### config.mk
export PLATFORM = sky130hd
export DESIGN_NAME = sao_stat_cate_sched
export DESIGN_NICKNAME = d
export VERILOG_FILES = /design/src/rtl/sao_stat_cate_sched.sv
export SDC_FILE = /design/constraint.sdc
export NUM_CORES = 1
export LEC_CHECK = 0
export ABC_CLOCK_PERIOD_IN_PS = 11550
export CORE_MARGIN = 2
export CORE_UTILIZATION = 30
export CTS_CLUSTER_SIZE = 8
export DETAILED_ROUTE_END_ITERATION = 8
export GPL_ROUTABILITY_DRIVEN = 0
export HOLD_SLACK_MARGIN = 0.08
export PLACE_DENSITY = 0.42
export SLEW_MARGIN = 25
export SYNTH_ARGS = -nofsm -noshare
export SYNTH_HDL_FRONTEND = slang
export SYNTH_SLANG_ARGS = --single-unit
export TNS_END_PERCENT = 30
### constraint.sdc
create_clock -name clk -period 11.55 [get_ports clk]
set_input_delay 1.155 -clock clk [delete_from_list [all_inputs] [get_ports clk]]
set_output_delay 1.155 -clock clk [all_outputs]
set_load 0.03 [all_outputs]
### src/rtl/sao_stat_cate_sched.sv
// SAO statistics category scheduler: time-shares one two-pixel adder across all offset
// categories per beat, accumulates per-category (sum, count), then streams one record each.
module sao_stat_cate_sched #(
  parameter int NCAT          = 5,
  parameter int n_bo_type     = 5,
  parameter int diff_clip_bit = 4,
  parameter int ACC_W         = 18,
  parameter int CNT_W         = 11,
  parameter int BEAT_W        = 10
) (
  input  logic                            clk,
  input  logic                            arst,
  input  logic                            start,
  input  logic [BEAT_W-1:0]               num_beats,
  input  logic                            in_valid,
  output logic                            in_ready,
  input  logic [n_bo_type-1:0]            in_cate [0:1],
  output logic [n_bo_type-1:0]            cate_target,
  output logic                            en_stat,
  output logic                            working,
  input  logic signed [diff_clip_bit+1:0] s21,
  output logic                            out_valid,
  input  logic                            out_ready,
  output logic [n_bo_type-1:0]            out_cate,
  output logic signed [ACC_W-1:0]         out_sum,
  output logic [CNT_W-1:0]                out_cnt,
  output logic                            done
);

  localparam int KW = (NCAT > 1) ? $clog2(NCAT) : 1;
  localparam logic [KW-1:0]           K_LAST  = KW'(NCAT - 1);
  localparam logic signed [ACC_W-1:0] ACC_MAX = {1'b0, {(ACC_W-1){1'b1}}};
  localparam logic signed [ACC_W-1:0] ACC_MIN = {1'b1, {(ACC_W-1){1'b0}}};
  localparam logic [CNT_W-1:0]        CNT_MAX = '1;

  typedef enum logic [1:0] {IDLE, SWEEP, DRAIN, OUT} state_t;

  state_t                  state_q, state_d;
  logic [KW-1:0]           k, k_d, r;
  logic [BEAT_W-1:0]       beats_left;
  logic                    en_d;
  logic                    start_go;
  logic signed [ACC_W-1:0] acc [NCAT];
  logic [CNT_W-1:0]        cnt [NCAT];
  logic signed [ACC_W:0]   acc_sum;
  logic [CNT_W:0]          cnt_sum;
  logic [1:0]              hits;

  assign start_go = (state_q == IDLE) && start;

  // NOTE: every combinational output gets a default before the case so no path infers a latch.
  always_comb begin
    state_d  = state_q;
    in_ready = 1'b0;
    en_stat  = 1'b0;
    case (state_q)
      IDLE:  if (start) state_d = (num_beats == '0) ? DRAIN : SWEEP;
      SWEEP: begin
        en_stat = in_valid;
        if (in_valid && (k == K_LAST)) begin
          in_ready = 1'b1;
          if (beats_left == BEAT_W'(1)) state_d = DRAIN;
        end
      end
      DRAIN: state_d = OUT;
      OUT:   if (out_ready && (r == K_LAST)) state_d = IDLE;
      default: state_d = IDLE;
    endcase
  end

  // NOTE: sequential state uses non-blocking assignments so all registers update from pre-edge values.
  always_ff @(posedge clk or posedge arst) begin
    if (arst) begin
      state_q    <= IDLE;
      k          <= '0;
      k_d        <= '0;
      r          <= '0;
      beats_left <= '0;
      en_d       <= 1'b0;
      done       <= 1'b0;
    end else begin
      state_q <= state_d;
      en_d    <= en_stat;
      k_d     <= k;
      done    <= 1'b0;
      case (state_q)
        IDLE: if (start) begin
          beats_left <= num_beats;
          k          <= '0;
        end
        SWEEP: if (in_valid) begin
          if (k == K_LAST) begin
            k          <= '0;
            beats_left <= beats_left - 1'b1;
          end else begin
            k <= k + 1'b1;
          end
        end
        DRAIN: r <= '0;
        OUT: if (out_ready) begin
          if (r == K_LAST) begin
            r    <= '0;
            done <= 1'b1;
          end else begin
            r <= r + 1'b1;
          end
        end
        default: ;
      endcase
    end
  end

  // Adder result lands one cycle after its enable, so sums index by the delayed k.
  always_comb begin
    hits    = 2'(in_cate[0] == n_bo_type'(k)) + 2'(in_cate[1] == n_bo_type'(k));
    cnt_sum = {1'b0, cnt[k]} + (CNT_W+1)'(hits);
    acc_sum = (ACC_W+1)'(acc[k_d]) + (ACC_W+1)'(s21);
  end

  // NOTE: the per-category arrays are reset by arst so an aborted block can never surface in a read-out.
  always_ff @(posedge clk or posedge arst) begin
    if (arst) begin
      for (int c = 0; c < NCAT; c++) acc[c] <= '0;
    end else if (start_go) begin
      for (int c = 0; c < NCAT; c++) acc[c] <= '0;
    end else if (en_d) begin
      if (acc_sum[ACC_W] != acc_sum[ACC_W-1])
        acc[k_d] <= acc_sum[ACC_W] ? ACC_MIN : ACC_MAX;
      else
        acc[k_d] <= acc_sum[ACC_W-1:0];
    end
  end

  always_ff @(posedge clk or posedge arst) begin
    if (arst) begin
      for (int c = 0; c < NCAT; c++) cnt[c] <= '0;
    end else if (start_go) begin
      for (int c = 0; c < NCAT; c++) cnt[c] <= '0;
    end else if (en_stat) begin
      cnt[k] <= cnt_sum[CNT_W] ? CNT_MAX : cnt_sum[CNT_W-1:0];
    end
  end

  assign working     = (state_q == SWEEP) || (state_q == DRAIN);
  assign cate_target = (state_q == SWEEP) ? n_bo_type'(k) : '0;
  assign out_valid   = (state_q == OUT);
  assign out_cate    = out_valid ? n_bo_type'(r) : '0;
  assign out_sum     = out_valid ? acc[r] : '0;
  assign out_cnt     = out_valid ? cnt[r] : '0;

endmodule

==> out/summary.md <==
The flow ran to the end, and the final reports show no timing, DRC or antenna violations. In this run, post-CTS hold repair placed 0 buffers. In this run, synthesis produced a sequential element count of 168. For this design the static power due to leakage is 0.00489 µW. The mean routed wirelength per cell is 23.0 µm, and the via total after detailed routing is 8,988. The logs give 0.165 mV for the largest vdd supply drop and 2 for the number of buffers on the longest clock path.

The first global-routing pass estimated 57.1 mm of wire. For the sequential fraction of design power, the log shows 26.9%. From left edge to right edge, the die measures 193 µm. The post-synthesis cell area is 0.0107 mm². The floorplan step set the die height to 193 µm.

The run gives 0 as the Yosys warning count. The number of enable flip-flop cells after synthesis was 0; the via count of the first global-routing pass was 8,896. The die covers 0.0372 mm². The max-capacitance violation count is 0. The tree is rooted in a sky130_fd_sc_hd__clkbuf_16. Across all setup checks in the final design, the least slack found is 7.10 ns. The number of design-rule violations left by the first detailed-router iteration is 604, and the final critical-path share of the clock period is 38.5%. The logs give 0 for the number of setup violations in the final report and 3,626 for the filler cell count.

Of the synthesized area, sequential elements account for 39.2%. In this run, post-CTS repair resized a total of 0 instances. The highest metal layer carrying signal wires in the routed design is met4. The run gives 31.7% as the worst slew margin relative to its limit.

In the final layout, the share of cells above drive strength 1 is 12.4%. The tree built by TritonCTS fans out to 168 sinks. Setup repair after global routing left no endpoint under its margin. The data arrival time at the worst-slack endpoint is 4.82 ns.

The start-to-end type of the worst setup path was flip-flop to flip-flop. The fraction of synthesis flops using an asynchronous set or reset pin was 100%; the switching power of the nets was 1380 µW. The combinational share of power was 55.5%.

From synthesis to final layout, the design area changed by 16.1%. Maximum level of the CTS H-tree: 4. In this run the worst hold path is classified as flip-flop to flip-flop. In this run the power density over the cells is 235 mW/mm².

The critical path goes through buf_4 -> inv_1 -> nor2_1 -> buf_4 -> a21oi_1 -> o22ai_1 -> ha_1 -> inv_1 -> fa_1 -> nor2b_1 -> o31a_1 -> o2111ai_2 -> o211ai_1 -> nand2_1 -> maj3_1 -> o21ai_1. The first-pass iteration count of the detailed router was 5; the number of nets with antenna violations after detailed routing was 0. The tools report the number of pins exceeding their max-slew limit in the final report as 0. Once the floorplan was initialized, standard cells occupied 30.3% of the core. The initial antenna violation count came out at 0. Subtracting the final worst setup slack from the clock period gives 4.45 ns. Entering global routing, the biggest net connects 64 pins. For the worst setup path, the data required time is 11.92 ns. The synthesized instance count was 1,095; the met3 wire length was 1.44 mm.

The clock reaches the later pin of the worst-skew pair after 0.45 ns. The number of antenna diodes in the final layout is 0. The run gives 37.0 mm as the total wirelength of the detailed-routed design. The mean cell area of the mapped netlist is 9.78 µm², and the sum of buffers and inverters on the critical path is 4.

TritonCTS built the clock tree. At the placement stage, the worst setup path has a slack of 7.05 ns. Along the worst path, the maximum fanout reaches 36. Between clock sinks in the finished design, the worst skew comes to 0.0111 ns.

For this design the top-level I/O count stands at 75. At the pin with the least slew margin, the transition time is 1.02 ns. In the routed layout, each cell is associated on average with a via count of 5.58. The peak clock frequency supported by timing came out at 0.225 GHz. After the last flow step, the layout net total stands at 1,200. The wire length on met1 is 18.5 mm, and the core area is 0.0354 mm². The worst stage delay on the critical path works out to 0.50 ns. The startpoint class of the critical path was a flip-flop. In this run the core area contains 69 standard-cell rows. Detailed routing placed a total of 16.6 mm of wire on met2. After clock tree synthesis, the clock-pin slew on the worst setup and hold paths is 0.07 ns. The run gives 0 as the residual overflow from global routing. The capturing element type of the critical path is a flip-flop. The count of endpoints failing hold in the final timing report came out at 0. For the post-detailed-placement half-perimeter wirelength, the log shows 23.8 mm. The largest individual stage delay along the critical path comes from the cell sky130_fd_sc_hd__maj3_1. Counting distinct cell types in the post-synthesis netlist gives 81.

The logs give 0 ns for the setup TNS after final layout and 1540 µW for the cell-internal power. The tools report the post-CTS setup-driven buffer insertion count as 0. The clock network burns 17.7% of the power. For the total clock buffers created by CTS, the log shows 17.

In this design, the largest share of critical-path delay is due to compound AO/OA/AOI/OAI gates. Among all flip-flop cells after synthesis, the most frequent one is sky130_fd_sc_hd__dfrtp_1. The number of DRC violations after detailed routing was 0. The run gives 20.6% as the global router's overall resource usage.

The count of buffers from port buffering came out at 70. The switching share of power came out at 47.2%.
## sequential cells by signal, indices dropped and copies added, names as in the netlist
signal / cells
cnt: 55
k: 3
en_d: 1
k_d: 3
beats_left: 10
acc: 90
done: 1
r: 3
state_q: 2
## power groups by stage
stage          clock network, µW  logic, µW  registers [µW]
2_1_floorplan                  0       1160             755
5_1_grt                      555       1770             800
4_1_cts                      530       1620             784
3_5_place_dp                   0       1620             794
3_3_place_gp                   0       1610             795
6_report                     517       1620             786
## cells in the mapped netlist, drive strengths merged (2+ instances only)
cell	number	share of area (%)
a211oi	10	0.84
a32oi	4	0.33
ha	30	3.5
and2	12	0.72
or3	8	0.47
o221ai	3	0.25
o21a	6	0.42
nor4	9	0.58
buf	26	1.3
a21o	3	0.21
nand2	98	3.4
clkbuf	51	1.8
nand2b	7	0.41
a311oi	2	0.33
and3	8	0.47
xnor2	10	0.82
o2bb2ai	6	0.55
o22a	4	0.33
o2111ai	2	0.22
o21ai	116	5.4
o22ai	18	1.2
a31oi	4	0.23
maj3	16	1.7
nor3	13	0.65
nand3b	6	0.42
o21ba	11	1.0
mux2	6	0.63
nand3	27	1.3
xor2	9	0.74
mux4	34	7.1
nor3b	2	0.19
a32o	2	0.19
a22o	64	5.2
mux2i	41	3.9
a21oi	72	3.7
fa	2	0.37
nand4	7	0.41
a22oi	35	2.5
inv	25	0.88
o21bai	3	0.21
dfrtp	168	39
nor2b	42	2.5
nor2	55	1.9
## kinds of logic after synthesis
group,Yosys count,synth area share (%)
other,1,0.0350
DFF,168,39.2
and+or+nand+nor,299,13.8
muxes,81,11.6
adders and majority gates,48,5.61
xor gates and xnor gates,19,1.55
AOI/OAI and AO/OA,377,24.1
buffers and inverters,102,3.98
## worst reg2reg max path: cells and delay by family (launching register included)
kind / cells / cell delay [ns]
AND/OR/NAND/NOR: 3 / 0.58
adder cells (fa/ha/maj): 3 / 1.15
flip-flops: 1 / 0.32
AO/OA/AOI/OAI: 6 / 1.23
buffers and inverters: 4 / 1.10
## routing by layer
layer	global-route usage (%)	vias up
li1	-	4181
met1	31.0	4530
met2	31.2	242
met3	2.70	35
met4	5.16	0
met5	0	-
## placed cells by master (no fill, tap or decap), types with 8 or more instances in the layout
master and count:
sky130_fd_sc_hd__a21oi_1 64, sky130_fd_sc_hd__mux2i_1 40, sky130_fd_sc_hd__dfrtp_1 166, sky130_fd_sc_hd__a22oi_1 35, sky130_fd_sc_hd__nor3_1 11, sky130_fd_sc_hd__a22o_1 64, sky130_fd_sc_hd__clkbuf_16 17, sky130_fd_sc_hd__o21ba_1 10
sky130_fd_sc_hd__clkdlybuf4s50_1 70, sky130_fd_sc_hd__nand2_1 98, sky130_fd_sc_hd__nand3_1 27, sky130_fd_sc_hd__o21ai_0 85, sky130_fd_sc_hd__and3_1 8, sky130_fd_sc_hd__nor2_1 55, sky130_fd_sc_hd__o22ai_1 15, sky130_fd_sc_hd__or3_1 8
sky130_fd_sc_hd__mux4_2 34, sky130_fd_sc_hd__nor2b_1 42, sky130_fd_sc_hd__and2_1 11, sky130_fd_sc_hd__inv_1 23, sky130_fd_sc_hd__maj3_2 11, sky130_fd_sc_hd__xnor2_1 10, sky130_fd_sc_hd__xor2_1 9, sky130_fd_sc_hd__o21ai_1 31
sky130_fd_sc_hd__buf_4 27, sky130_fd_sc_hd__ha_1 29
## metrics by stage
| stage | total power (µW) | std cells | hold slack, ns | utilization [%] | cell area [µm²] |
|---|---|---|---|---|---|
| 4_1_cts | 2940 | 1610 | 0.510 | 35.1 | 12400 |
| 6_report | 2920 | 1610 | 0.511 | 35.1 | 12400 |
| 3_5_place_dp | 2410 | 1579 | 0.495 | 33.7 | 11900 |
| 2_1_floorplan | 1920 | 1098 | 0.349 | - | 10700 |
| 5_1_grt | 3130 | 1610 | 0.528 | 35.1 | 12400 |
| 3_3_place_gp | 2410 | 1579 | 0.488 | 33.7 | 11900 |
## final cells by class
type	instances	area, µm²	area share (%)
clock inverter	9	55.1	0.443
timing repair buffer	97	903	7.26
sequential	168	4210	33.8
multi-input combinational	828	6150	49.5
clock buffer	22	444	3.57
inverter	25	98.8	0.795
tap	461	577	4.64
## worst paths after layout
check                      slack, ns  cells after the start                       from                        end
min in group asynchronous       1.19                      2                       arst        acc[18]$_DFFE_PP0P_
max reg2reg                     7.10                     16           k_d[1]$_DFF_PP0_        acc[19]$_DFFE_PP0P_
min                             0.51                      2  beats_left[1]$_DFFE_PP0P_  beats_left[1]$_DFFE_PP0P_
max                             7.10                     16           k_d[1]$_DFF_PP0_        acc[19]$_DFFE_PP0P_
max in group asynchronous       9.19                      3                       arst           r[0]$_DFFE_PP0P_
min reg2reg                     0.51                      2  beats_left[1]$_DFFE_PP0P_  beats_left[1]$_DFFE_PP0P_
No activity file was read; power rests on OpenSTA's default activity.
